### config.mk
export PLATFORM = sky130hd
export DESIGN_NAME = seg7_msg_sched
export DESIGN_NICKNAME = d
export VERILOG_FILES = /design/src/rtl/seg7_msg_sched.sv
export SDC_FILE = /design/constraint.sdc
export NUM_CORES = 1
export LEC_CHECK = 0
export ABC_AREA = 1
export CAP_MARGIN = 40
export CORE_UTILIZATION = 43
export DETAILED_ROUTE_END_ITERATION = 16
export GPL_ROUTABILITY_DRIVEN = 0
export PLACE_DENSITY = 0.86
export SYNTH_ARGS = -nofsm -noshare
export SYNTH_HDL_FRONTEND = slang
export SYNTH_SLANG_ARGS = --single-unit
### constraint.sdc
create_clock -name clk_i -period 8.1 [get_ports clk_i]
set_input_delay 1.215 -clock clk_i [delete_from_list [all_inputs] [get_ports clk_i]]
set_output_delay 1.215 -clock clk_i [all_outputs]
set_load 0.02 [all_outputs]
### src/rtl/seg7_msg_sched.sv
// seg7_msg_sched: round-robin arbiter between two 8-character ASCII message
// requesters, sequencing the granted message into the seg7x8 write port one
// digit per WRITE_GAP-cycle slot and acknowledging when all 8 are written.
// Optional build macro SEG7_SKIP_UNCHANGED_EN: suppress writes whose byte
// already matches the last value written to that digit (slot still consumed).
module seg7_msg_sched #(
    parameter int WRITE_GAP = 1          // cycles per write slot, >= 1
) (
    input  logic        clk_i,
    input  logic        reset_i,
    input  logic        req0_i,
    input  logic        req1_i,
    input  logic [63:0] msg0_i,
    input  logic [63:0] msg1_i,
    output logic        ack0_o,
    output logic        ack1_o,
    output logic        busy_o,
    output logic        wr_en_o,
    output logic [2:0]  wr_id_o,
    output logic [7:0]  wr_ascii_o
);

    localparam int GW = (WRITE_GAP > 1) ? $clog2(WRITE_GAP) : 1;
    localparam logic [GW-1:0] GAP_LAST = GW'(WRITE_GAP - 1);

    typedef enum logic [1:0] {S_IDLE, S_WRITE, S_DONE} state_t;

    state_t        state_q, state_d;
    logic [63:0]   buf_q, buf_d;
    logic [2:0]    idx_q, idx_d;
    logic [GW-1:0] gap_q, gap_d;
    logic          grant_q, grant_d;     // requester currently being served
    logic          last_q, last_d;       // requester served most recently
    logic          ack0_q, ack0_d;
    logic          ack1_q, ack1_d;
    logic          busy_q, busy_d;
    logic          wr_en_q, wr_en_d;
    logic [2:0]    wr_id_q, wr_id_d;
    logic [7:0]    wr_ascii_q, wr_ascii_d;

    logic          issue;                // a write slot starts on this edge
    logic [2:0]    issue_id;
    logic [7:0]    issue_byte;
    logic          pick;
    logic [2:0]    idx_next;

    assign idx_next = idx_q + 3'd1;

`ifdef SEG7_SKIP_UNCHANGED_EN
    logic [7:0] shadow_q [8];
    logic [7:0] valid_q;

    // Remember the last byte actually written to each digit.
    always_ff @(posedge clk_i or posedge reset_i) begin
        if (reset_i) begin
            valid_q <= '0;
            for (int i = 0; i < 8; i++) shadow_q[i] <= 8'h00;
        end else if (wr_en_d) begin
            valid_q[wr_id_d]  <= 1'b1;
            shadow_q[wr_id_d] <= wr_ascii_d;
        end
    end
`endif

    // State and registered outputs.
    always_ff @(posedge clk_i or posedge reset_i) begin
        if (reset_i) begin
            state_q    <= S_IDLE;
            buf_q      <= '0;
            idx_q      <= 3'd0;
            gap_q      <= '0;
            grant_q    <= 1'b0;
            last_q     <= 1'b1;
            ack0_q     <= 1'b0;
            ack1_q     <= 1'b0;
            busy_q     <= 1'b0;
            wr_en_q    <= 1'b0;
            wr_id_q    <= 3'd0;
            wr_ascii_q <= 8'h00;
        end else begin
            state_q    <= state_d;
            buf_q      <= buf_d;
            idx_q      <= idx_d;
            gap_q      <= gap_d;
            grant_q    <= grant_d;
            last_q     <= last_d;
            ack0_q     <= ack0_d;
            ack1_q     <= ack1_d;
            busy_q     <= busy_d;
            wr_en_q    <= wr_en_d;
            wr_id_q    <= wr_id_d;
            wr_ascii_q <= wr_ascii_d;
        end
    end

    // Next-state: arbitration, slot sequencing and write-port values.
    always_comb begin
        state_d    = state_q;
        buf_d      = buf_q;
        idx_d      = idx_q;
        gap_d      = gap_q;
        grant_d    = grant_q;
        last_d     = last_q;
        busy_d     = busy_q;
        ack0_d     = 1'b0;
        ack1_d     = 1'b0;
        issue      = 1'b0;
        issue_id   = 3'd0;
        issue_byte = 8'h00;
        pick       = 1'b0;
        wr_en_d    = 1'b0;
        wr_id_d    = wr_id_q;
        wr_ascii_d = wr_ascii_q;

        case (state_q)
            S_IDLE: begin
                if (req0_i || req1_i) begin
                    // On a tie, serve whichever was not served last.
                    pick       = (req0_i && req1_i) ? ~last_q : req1_i;
                    grant_d    = pick;
                    buf_d      = pick ? msg1_i : msg0_i;
                    idx_d      = 3'd0;
                    gap_d      = '0;
                    state_d    = S_WRITE;
                    busy_d     = 1'b1;
                    issue      = 1'b1;
                    issue_id   = 3'd0;
                    issue_byte = pick ? msg1_i[7:0] : msg0_i[7:0];
                end
            end
            S_WRITE: begin
                if (gap_q == GAP_LAST) begin
                    gap_d = '0;
                    if (idx_q == 3'd7) begin
                        state_d = S_DONE;
                        ack0_d  = ~grant_q;
                        ack1_d  = grant_q;
                    end else begin
                        idx_d      = idx_next;
                        issue      = 1'b1;
                        issue_id   = idx_next;
                        issue_byte = buf_q[{idx_next, 3'b000} +: 8];
                    end
                end else begin
                    gap_d = gap_q + GW'(1);
                end
            end
            S_DONE: begin
                state_d = S_IDLE;
                busy_d  = 1'b0;
                last_d  = grant_q;
            end
            default: begin
                state_d = S_IDLE;
                busy_d  = 1'b0;
            end
        endcase

        if (issue) begin
            wr_id_d    = issue_id;
            wr_ascii_d = issue_byte;
`ifdef SEG7_SKIP_UNCHANGED_EN
            wr_en_d    = ~(valid_q[issue_id] && (shadow_q[issue_id] == issue_byte));
`else
            wr_en_d    = 1'b1;
`endif
        end
    end

    assign ack0_o     = ack0_q;
    assign ack1_o     = ack1_q;
    assign busy_o     = busy_q;
    assign wr_en_o    = wr_en_q;
    assign wr_id_o    = wr_id_q;
    assign wr_ascii_o = wr_ascii_q;

endmodule
==> reports/summary.txt, run 1 <==
Fill count = 863
Pleak = 2.81 nW
Mux share of post-synthesis cell area = 0%
Post-CTS Hold Buffers = 0
Via/cell ratio = 5.27
CTS buffer count = 9
Resized cells post-CTS = 0
Detailed placement HPWL = 9.37 mm
Critical Path Sink Type = flop
Register cell area after layout = 2150 um^2
Worst Skew = 10.7 ps
Nets@finish = 840
Simple-gate share of the synthesized area = 20.9%
Compound-Gate Fraction of Synth Area = 19.6%
CTS tree = built
Finish-stage setup viols = 0
Mapped Nets = 715
R2R cell count = 7
Diode count = 0
Max cap viols = 0
Ports = 147
Clk buf depth = 2
Initial antenna violation count = 0
Root buf cell = clkbuf_8
Worst Hold Class = reg -> reg
Tmin final = 3120 ps
Largest net degree at the start of global routing = 110
Status = finished clean
Area grow syn2layout = 39.2%
Yosys Warn Count = 0
Initial core utilization = 45.2%
Die Ht = 104 um
Multi-input logic area = 1850 um^2
Final period util = 38.6%
P per Cell Area = 351 nW/um^2
Largest family of logic cells by synthesized area = simple AND/OR/NAND/NOR gates
Synth Cell Area = 4470 um^2
Sequential share of the synthesized area = 48.1%
Register bit total from synthesis = 86
Slew Viols, Final = 0
Required @ worst endpoint = 8300 ps
Post-synthesis xor/xnor area fraction = 0%
Achievable Freq = 0.320 GHz
Reg clk slew, reported paths = 90 ps
Vias in the first global route = 4387
All-layer global routing usage = 23.7%
Crit-path max cell delay = 530 ps
Worst hold slack = 494 ps
H-Tree Depth = 3
Average cell area after synthesis = 7.71 um^2
Via count = 4446
Worst skew pair latency = 360 ps
DR pass1 iterations = 5
Clock Sinks = 86
RSZ-0062 raised after global routing = false
DRT antenna net count = 0
Drt total wl = 12.4 mm
Setup TNS = 0 ps
CP Launch Type = input pin
Hold depth = 2
Cell variety after synth = 27
First-pass GRT wire length = 20.5 mm
Max FO, Critical Path = 35
Die area = 10800 um^2
Hold Vio Cnt, Final = 0
Post-layout util = 62.9%
Drt drc = 0
Iteration-0 DRC Markers = 256
Postcts setup bufs = 0
Worst-Margin Slew = 957 ps
Post-Syn Instances = 580
Port bufs = 146
Share of cells above drive strength 1 = 5.21%
Master of the slowest instance on the critical path = clkdlybuf4s50_1
Critical path cell sequence = clkdlybuf4s50_1 > nand2_1 > nand2_2 > inv_2 > buf_12 > o211ai_1 > o21ai_1
Setup CP Type = in -> reg
Adder-cell share of the synthesized area = 0.839%
DR WL/cell = 14.7 um
Maximum vdd ir drop = 0.221 mV
CORE AREA = 9910 um^2
Data arrival time of the worst path = 3320 ps
Slew headroom = 36.2%
Std-Cell Rows = 36
DIE WIDTH = 104 um
Grt total ovfl = 0
sequential cells by signal, indices dropped and copies added (netlist names), 2 cells and up:
name        count
wr_id_o         3
idx_q           3
wr_ascii_o      8
buf_q          64
state_q         2
cell type report:
cell class / count / area share (%)
inverters: 64 / 3.88
clock buffers: 11 / 2.43
well taps: 133 / 2.67
repair buffers: 153 / 25.0
flip-flops and latches: 86 / 34.6
clock inverters: 5 / 1.69
multi-input cells: 391 / 29.7
per-stage QoR:
| step | std cells | worst slack (ps) | cell area [um^2] | power [mW] |
|---|---|---|---|---|
| finish | 843 | 4980 | 6230 | 2.19 |
| global route | 843 | 4860 | 6230 | 2.36 |
| CTS | 843 | 4990 | 6230 | 2.19 |
| detailed placement | 827 | 4670 | 5970 | 1.82 |
| global placement | 823 | 4040 | 5900 | 1.76 |
| floorplan | 580 | 4660 | 4470 | 1.48 |
cells in the mapped netlist:
cell / n / share of area (%)
buf_1: 1 / 0.084
nand2_2: 2 / 0.28
o21ai_0: 14 / 1.6
a31oi_1: 1 / 0.14
inv_1: 57 / 4.8
buf_6: 6 / 1.5
nor2_4: 1 / 0.25
dfstp_2: 1 / 0.59
o21ai_1: 81 / 9.1
inv_2: 6 / 0.50
buf_2: 22 / 2.5
o21ai_2: 1 / 0.20
buf_4: 3 / 0.50
o31ai_1: 2 / 0.34
clkbuf_1: 7 / 0.59
o22ai_1: 35 / 4.9
a21oi_1: 8 / 0.89
nand2_1: 126 / 11
nor3_1: 1 / 0.11
or2_1: 1 / 0.14
ha_1: 3 / 0.84
clkinv_1: 1 / 0.084
o211ai_1: 15 / 2.5
nand3_1: 36 / 4.0
nor2_1: 63 / 5.3
nand2_4: 1 / 0.25
dfrtp_1: 85 / 48
logic make-up (layout without fill, tap and decap cells):
group,Yosys count,after routing
AOI/OAI and AO/OA,157,157
adders and majority gates,3,3
buffers and inverters,103,233
DFF,86,86
and+or+nand+nor,231,231
worst max-delay path, delay by kind of cell:
| family | cells | cell delay (ps) |
|---|---|---|
| AO/OA/AOI/OAI | 2 | 320 |
| buffers and inverters | 3 | 1220 |
| AND/OR/NAND/NOR | 2 | 540 |
where the power goes:
part           internal [mW]  leakage, nW  switching (mW)
sequential             0.639         1.05          0.0885
combinational          0.419         1.64           0.668
clock                  0.222        0.122           0.153
total                   1.28         2.81           0.909
layout by cell type (no fill, tap or decap):
cell             netlist  layout
or2_1                  1       1
dfrtp_1               85      85
clkinv_2               0       1
dfstp_2                1       1
nor3_1                 1       1
o31ai_1                2       2
clkdlybuf4s50_1        0     146
nor2_1                63      63
nand2_1              126     125
inv_1                 57      56
o21ai_1               81      81
nand2_4                1       1
buf_4                  3       3
clkinvlp_4             0       2
a31oi_1                1       1
buf_8                  0       1
o22ai_1               35      35
bufinv_16              0       3
a21oi_1                8       8
nand2_2                2       3
buf_12                 0       3
ha_1                   3       3
nor2_4                 1       1
o211ai_1              15      15
clkbuf_8               0      11
clkinv_1               1       1
o21ai_2                1       1
inv_2                  6       6
o21ai_0               14      14
nand3_1               36      36
worst paths after layout:
kind / end / slack [ps] / startpoint
max: buf_q[0]$_DFFE_PP0P_ / 4980 / req0_i
min: busy_o$_DFFE_PP0P_ / 490 / busy_o$_DFFE_PP0P_
max reg2reg: wr_ascii_o[1]$_DFFE_PP0P_ / 5620 / idx_q[0]$_DFFE_PP0P_
min reg2reg: busy_o$_DFFE_PP0P_ / 490 / busy_o$_DFFE_PP0P_
max in group asynchronous: last_q$_DFFE_PP1N_ / 6120 / reset_i
min in group asynchronous: buf_q[16]$_DFFE_PP0P_ / 1300 / reset_i
metal layers:
metal	routed length (um)	vias to the layer above	part of all wire, %	track usage (%)
met1	5380	2080	43	30.2
li1	-	2151	-	-
met3	664	28	5.3	3.01
met2	6020	187	48	40.4
met5	0	-	0	0
met4	349	0	2.8	10.0
Note: power is estimated with default switching activity, not from simulation.
==> run 2, diff against run 1 <==
Settings changed: CORE_UTILIZATION 43 to 42, PLACE_DENSITY 0.86 to 0.87.
Clock period 8.1 ns to 2.6 ns, I/O delays scaled along.
==> run 2 against run 1 <==
Compared with the run above: die area is 2.3% higher; final cell count grew 0.59%; wire length increased by 1.5%; register-to-register slack worse by 5000 ps; first-iteration DRC count shrank 17%; combinational power grew to 3.2 times the previous value; critical path type is now reg -> reg; hold slack got worse by 11 ps; highest routed layer unchanged; sequential share of layout area up 0.18 points; non-clock buffer count up 2; setup slack lost 4300 ps.
==> reports/summary.txt, run 2 (synthesized netlist as in run 1, its figures left out) <==
Status = finished clean
Worst-Margin Slew = 613 ps (-344 ps)
Reg2reg setup slack = 660 ps (-4960 ps)
Achievable Freq = 0.516 GHz
Data arrival time of the worst path = 2220 ps (-1100 ps)
CTS tree = built
Port bufs = 146 (unchanged)
Finish-stage setup viols = 0 (unchanged)
Max reg flops = 64 (unchanged)
First-pass GRT wire length = 21.1 mm (+3.3%)
Largest net degree at the start of global routing = 65 (-41%)
CP top delay family = adder cells
Critical Path Sink Type = flop
Buffers & Inverters on Critical Path = 1 (-2)
Worst setup margin = 663 ps (-4310 ps)
Post-CTS Hold Buffers = 0 (unchanged)
Fin area = 6200 um^2 (-0.46%)
Hold path endpoint = wr_id_o[2]$_DFFE_PP0P_
Max FO, Critical Path = 9 (-74%)
Grt total ovfl = 0 (unchanged)
Reg clk slew, reported paths = 80 ps (about the same)
Critical path cell sequence = ha_1 > ha_1 > clkinv_1 > nor2_1 > nand2_1 > nand2_1
All-layer global routing usage = 24.1% (+0.44 points)
Diode count = 0 (unchanged)
Critical R2R Launch = idx_q[0]$_DFFE_PP0P_
RSZ-0062 raised after global routing = false
Slew headroom = 59.1% (+23 points)
Reg with most FFs = buf_q
Maximum vdd ir drop = 0.514 mV (+130%)
Most frequent cells in the layout = 146 x clkdlybuf4s50_1, 125 x nand2_1, 84 x dfrtp_1, 81 x o21ai_1, 63 x nor2_1
Via/cell ratio = 5.12 (-2.9%)
Share of cells above drive strength 1 = 5.34% (+0.13 points)
Clock Sinks = 86 (unchanged)
Setup TNS = 0 ps (unchanged)
Ports = 147 (unchanged)
Iteration-0 DRC Markers = 212 (-17%)
R2R cell count = 6 (-1)
Commonest non-fill, non-tap cell in the layout = clkdlybuf4s50_1
Max cap viols = 0 (unchanged)
Switching Share = 42.5% (+0.92 points)
Initial core utilization = 43.3% (-1.8 points)
Number of cells in the finished layout apart from fillers = 848 (+0.59%)
Switching power = 2.87 mW (+220%)
Drt total wl = 12.6 mm (+1.5%)
Slew Viols, Final = 0 (unchanged)
Via count = 4342 (-2.3%)
Std-Cell Rows = 37 (+2.8%)
Post-layout util = 60.1% (-2.8 points)
Setup CP Type = reg -> reg
Hold depth = 2 (unchanged)
Worst slack, placed = 483 ps (-4190 ps)
Die Ht = 105 um (+1.2%)
H-Tree Depth = 3 (unchanged)
Worst Skew = 15.0 ps (+4.29 ps)
Root buf cell = clkbuf_8
Postcts setup bufs = 0 (unchanged)
Required @ worst endpoint = 2890 ps (-5410 ps)
CP Launch Type = flop
DR WL/cell = 14.9 um (+0.88%)
Placed cell areas = 5980 um^2 (+0.17%)
Crit-path max cell delay = 500 ps (-30 ps)
Min-delay src = wr_id_o[2]$_DFFE_PP0P_
DRT antenna net count = 0 (unchanged)
Clk buf depth = 2 (unchanged)
CTS buffer count = 9 (unchanged)
P per Cell Area = 1090 nW/um^2 (+210%)
Area grow syn2layout = 38.6%
Fill count = 910 (+5.4%)
Worst skew pair latency = 350 ps (about the same)
Hold Vio Cnt, Final = 0 (unchanged)
Sequential power share = 33.6% (+0.4 points)
DR pass1 iterations = 4 (-1)
Worst R2R End = wr_id_o[2]$_DFFE_PP0P_
Dpl cells = 832 (+0.60%)
Tmin final = 1940 ps
Die area = 11100 um^2 (+2.3%)
Detailed placement HPWL = 9.48 mm (+1.2%)
Worst Hold Class = reg -> reg
Pleak = 2.79 nW (-0.57%)
Final period util = 74.5%
Internal Pwr Total = 3.88 mW (+200%)
Master of the slowest instance on the critical path = ha_1
CORE AREA = 10300 um^2 (+4.2%)
Nets@finish = 842 (+0.24%)
Clock group share of total power = 15.1% (-2.0 points)
Logic pwr share = 51.2% (+1.6 points)
DIE WIDTH = 105 um (+1.2%)
Initial antenna violation count = 0 (unchanged)
Drt drc = 0 (unchanged)
Resized cells post-CTS = 0 (unchanged)
Vias in the first global route = 4417 (+0.68%)
[run 2: routing by layer]
layer	GRT usage [%]	part of all wire, %	vias up
li1	-	-	2165
met2	41.4	50	135
met4	5.33	0.98	0
met1	31.9	44	2028
met3	4.21	5.2	14
met5	0	0	-
[run 2: stage by stage]
step | hold slack [ps] | power, mW
floorplan | 454 | 4.60
global placement | 469 | 5.55
detailed placement | 472 | 5.73
CTS | 491 | 6.76
global route | 506 | 7.32
finish | 483 | 6.75
[run 2: power groups by stage]
| stage | registers [mW] | logic [mW] | clock network (mW) |
|---|---|---|---|
| after global placement | 2.27 | 3.28 | 0 |
| final | 2.27 | 3.46 | 1.02 |
| after floorplan | 2.32 | 2.28 | 0 |
| after global routing | 2.33 | 3.89 | 1.10 |
| after CTS | 2.27 | 3.46 | 1.03 |
| after detailed placement | 2.29 | 3.44 | 0 |
[run 2: how the worst max path moves through the flow]
stage	from	end	depth (start not counted)
2_1_floorplan	idx_q[0]$_DFFE_PP0P_	wr_id_o[2]$_DFFE_PP0P_	7
4_1_cts	idx_q[0]$_DFFE_PP0P_	wr_id_o[2]$_DFFE_PP0P_	6
6_report	idx_q[0]$_DFFE_PP0P_	wr_id_o[2]$_DFFE_PP0P_	6
3_3_place_gp	req1_i	wr_ascii_o[4]$_DFFE_PP0P_	9
5_1_grt	idx_q[0]$_DFFE_PP0P_	wr_id_o[2]$_DFFE_PP0P_	6
3_5_place_dp	req0_i	wr_ascii_o[2]$_DFFE_PP0P_	10
[run 2: cell type report]
cell class                      count  area (um^2)  area share [%]
Multi-Input combinational cell    391         1850            29.9
Timing Repair Buffer              155         1560            25.2
Clock inverter                      4         72.6            1.17
Clock buffer                       12          145            2.34
Tap cell                          136          170            2.74
Inverter                           64          244            3.93
Sequential cell                    86         2150            34.7
[run 2: worst register-to-register path: cells and delay by family, from the launching register on]
kind | cells | cell delay (ps)
flops | 1 | 410
fa+ha+maj | 2 | 740
simple gates | 3 | 420
buf+inv | 1 | 340
==> run 3, diff against run 2 <==
Clock period 2.6 ns to 1.7 ns, I/O delays scaled along.
==> run 3 against run 2 <==
Compared with the run above: sequential power up 54%; clock skew down 3.3 ps; clock power up 66%; die area unchanged; core utilization up 1.1 points; fmax up 19%; combinational power up 59%; count of clock-buffer cells in the layout unchanged; flip-flop and latch count unchanged; non-clock buffer count up 8; largest cell class unchanged; global-route usage down 0.58 points; largest power group unchanged; design area up 1.8%.
==> reports/summary.txt, run 3 (synthesized netlist as in run 1, its figures left out) <==
Initial antenna violation count = 0 (unchanged)
Slew Viols, Final = 0 (unchanged)
Slew headroom = 69.5% (+10 points)
Share of cells above drive strength 1 = 7.36% (+2.0 points)
Via count = 4448 (+2.4%)
DIE WIDTH = 105 um (unchanged)
DR WL/cell = 14.8 um (-0.10%)
Reg with most FFs = buf_q
Root buf cell = clkbuf_8
Grt total ovfl = 0 (unchanged)
Critical Path Sink Type = flop
Die Ht = 105 um (unchanged)
Pleak = 2.84 nW (+1.8%)
All-layer global routing usage = 23.5% (-0.58 points)
Vias in the first global route = 4349 (-1.5%)
Initial core utilization = 43.3% (unchanged)
CTS tree = built
H-Tree Depth = 3 (unchanged)
Achievable Freq = 0.617 GHz (+19%)
Fin area = 6310 um^2 (+1.8%)
Via/cell ratio = 5.20 (+1.5%)
Setup CP Type = reg -> reg
R2R cell count = 9 (+3)
CP Launch Type = flop
Std-Cell Rows = 37 (unchanged)
Commonest non-fill, non-tap cell in the layout = clkdlybuf4s50_1
Clk buf depth = 2 (unchanged)
Max cap viols = 0 (unchanged)
Finish-stage setup viols = 0 (unchanged)
Iteration-0 DRC Markers = 216 (+1.9%)
RSZ-0062 raised after global routing = false
Max reg flops = 64 (unchanged)
Diode count = 0 (unchanged)
Final period util = 95.3% (+21 points)
Status = finished clean
Die area = 11100 um^2 (unchanged)
Clock Sinks = 86 (unchanged)
CORE AREA = 10300 um^2 (unchanged)
Drt total wl = 12.7 mm (+0.84%)
Required @ worst endpoint = 2000 ps (-890 ps)
Tmin final = 1620 ps (-316 ps)
DRT antenna net count = 0 (unchanged)
Port bufs = 146 (unchanged)
Data arrival time of the worst path = 1920 ps (-300 ps)
Most frequent cells in the layout = 146 x clkdlybuf4s50_1, 125 x nand2_1, 84 x dfrtp_1, 81 x o21ai_1, 63 x nor2_1
First-pass GRT wire length = 20.4 mm (-3.7%)
DR pass1 iterations = 5 (+1)
Drt drc = 0 (unchanged)
Max FO, Critical Path = 7 (-2)
Reg clk slew, reported paths = 90 ps (about the same)
CTS buffer count = 9 (unchanged)
Largest net degree at the start of global routing = 87 (+34%)
Worst skew pair latency = 360 ps (about the same)
Worst-Margin Slew = 457 ps (-156 ps)
Placed cell areas = 6030 um^2 (+0.84%)
P per Cell Area = 1690 nW/um^2 (+56%)
Worst Skew = 11.7 ps (-3.28 ps)
Ports = 147 (unchanged)
Hold Vio Cnt, Final = 0 (unchanged)
Worst Hold Class = in -> async
Area grow syn2layout = 41.1%
Maximum vdd ir drop = 0.621 mV (+21%)
Post-layout util = 61.1% (+1.1 points)
Nets@finish = 850 (+0.95%)
Detailed placement HPWL = 9.51 mm (+0.31%)
-- run 3: through the flow --
stage	setup TNS, ps	cells	hold WS [ps]	power (mW)	setup WS [ps]
after floorplan	0	580	425	7.04	202
after global placement	0	838	475	8.60	17.0
after detailed placement	-1560	838	468	8.82	-91.7
after CTS	0	854	390	10.5	43.4
after global routing	0	856	430	11.4	8.05
final	0	856	358	10.7	79.3
-- run 3: worst paths after layout --
| path | to | start | slack (ps) |
|---|---|---|---|
| max | wr_ascii_o[7]$_DFFE_PP0P_ | idx_q[0]$_DFFE_PP0P_ | 80 |
| min | buf_q[8]$_DFFE_PP0P_ | reset_i | 360 |
| max reg2reg | wr_ascii_o[7]$_DFFE_PP0P_ | idx_q[0]$_DFFE_PP0P_ | 80 |
| min reg2reg | wr_id_o[2]$_DFFE_PP0P_ | wr_id_o[2]$_DFFE_PP0P_ | 490 |
| max in group asynchronous | buf_q[26]$_DFFE_PP0P_ | reset_i | 970 |
| min in group clk_i | wr_id_o[2]$_DFFE_PP0P_ | wr_id_o[2]$_DFFE_PP0P_ | 490 |
-- run 3: report_power, final --
group | internal (mW) | switching, mW
clock | 0.953 | 0.736
combinational | 2.19 | 3.32
sequential | 3.04 | 0.443
total | 6.19 | 4.50
-- run 3: worst max-delay path, stage by stage (launching register included) --
cell	delay, ps
dfrtp_2	430
ha_1	220
ha_1	210
inv_2	80
nand2_2	100
nand2_4	90
nand2_1	70
inv_2	140
nand3_1	130
nand2_1	80
-- run 3: area by class of cell --
type / instances / area, um^2
Clock buffer: 12 / 165
Clock inverter: 4 / 77.6
Fill cell: 857 / 4010
Inverter: 64 / 255
Multi-Input combinational cell: 391 / 1860
Sequential cell: 86 / 2150
Tap cell: 136 / 170
Timing Repair Buffer: 163 / 1630
-- run 3: timing repair --
item                                    in CTS  in global routing
endpoints found under the setup margin       0                  7
buffers inserted                             0                  2
hold buffers                                 0                  0
gates resized for setup                      0                  6
-- run 3: metal layers --
layer | wire [um] | vias up | GRT usage, %
li1 | - | 2178 | -
met1 | 5250 | 2068 | 29.6
met2 | 6280 | 177 | 40.5
met3 | 879 | 25 | 3.28
met4 | 297 | 0 | 10.1
met5 | 0 | - | 0
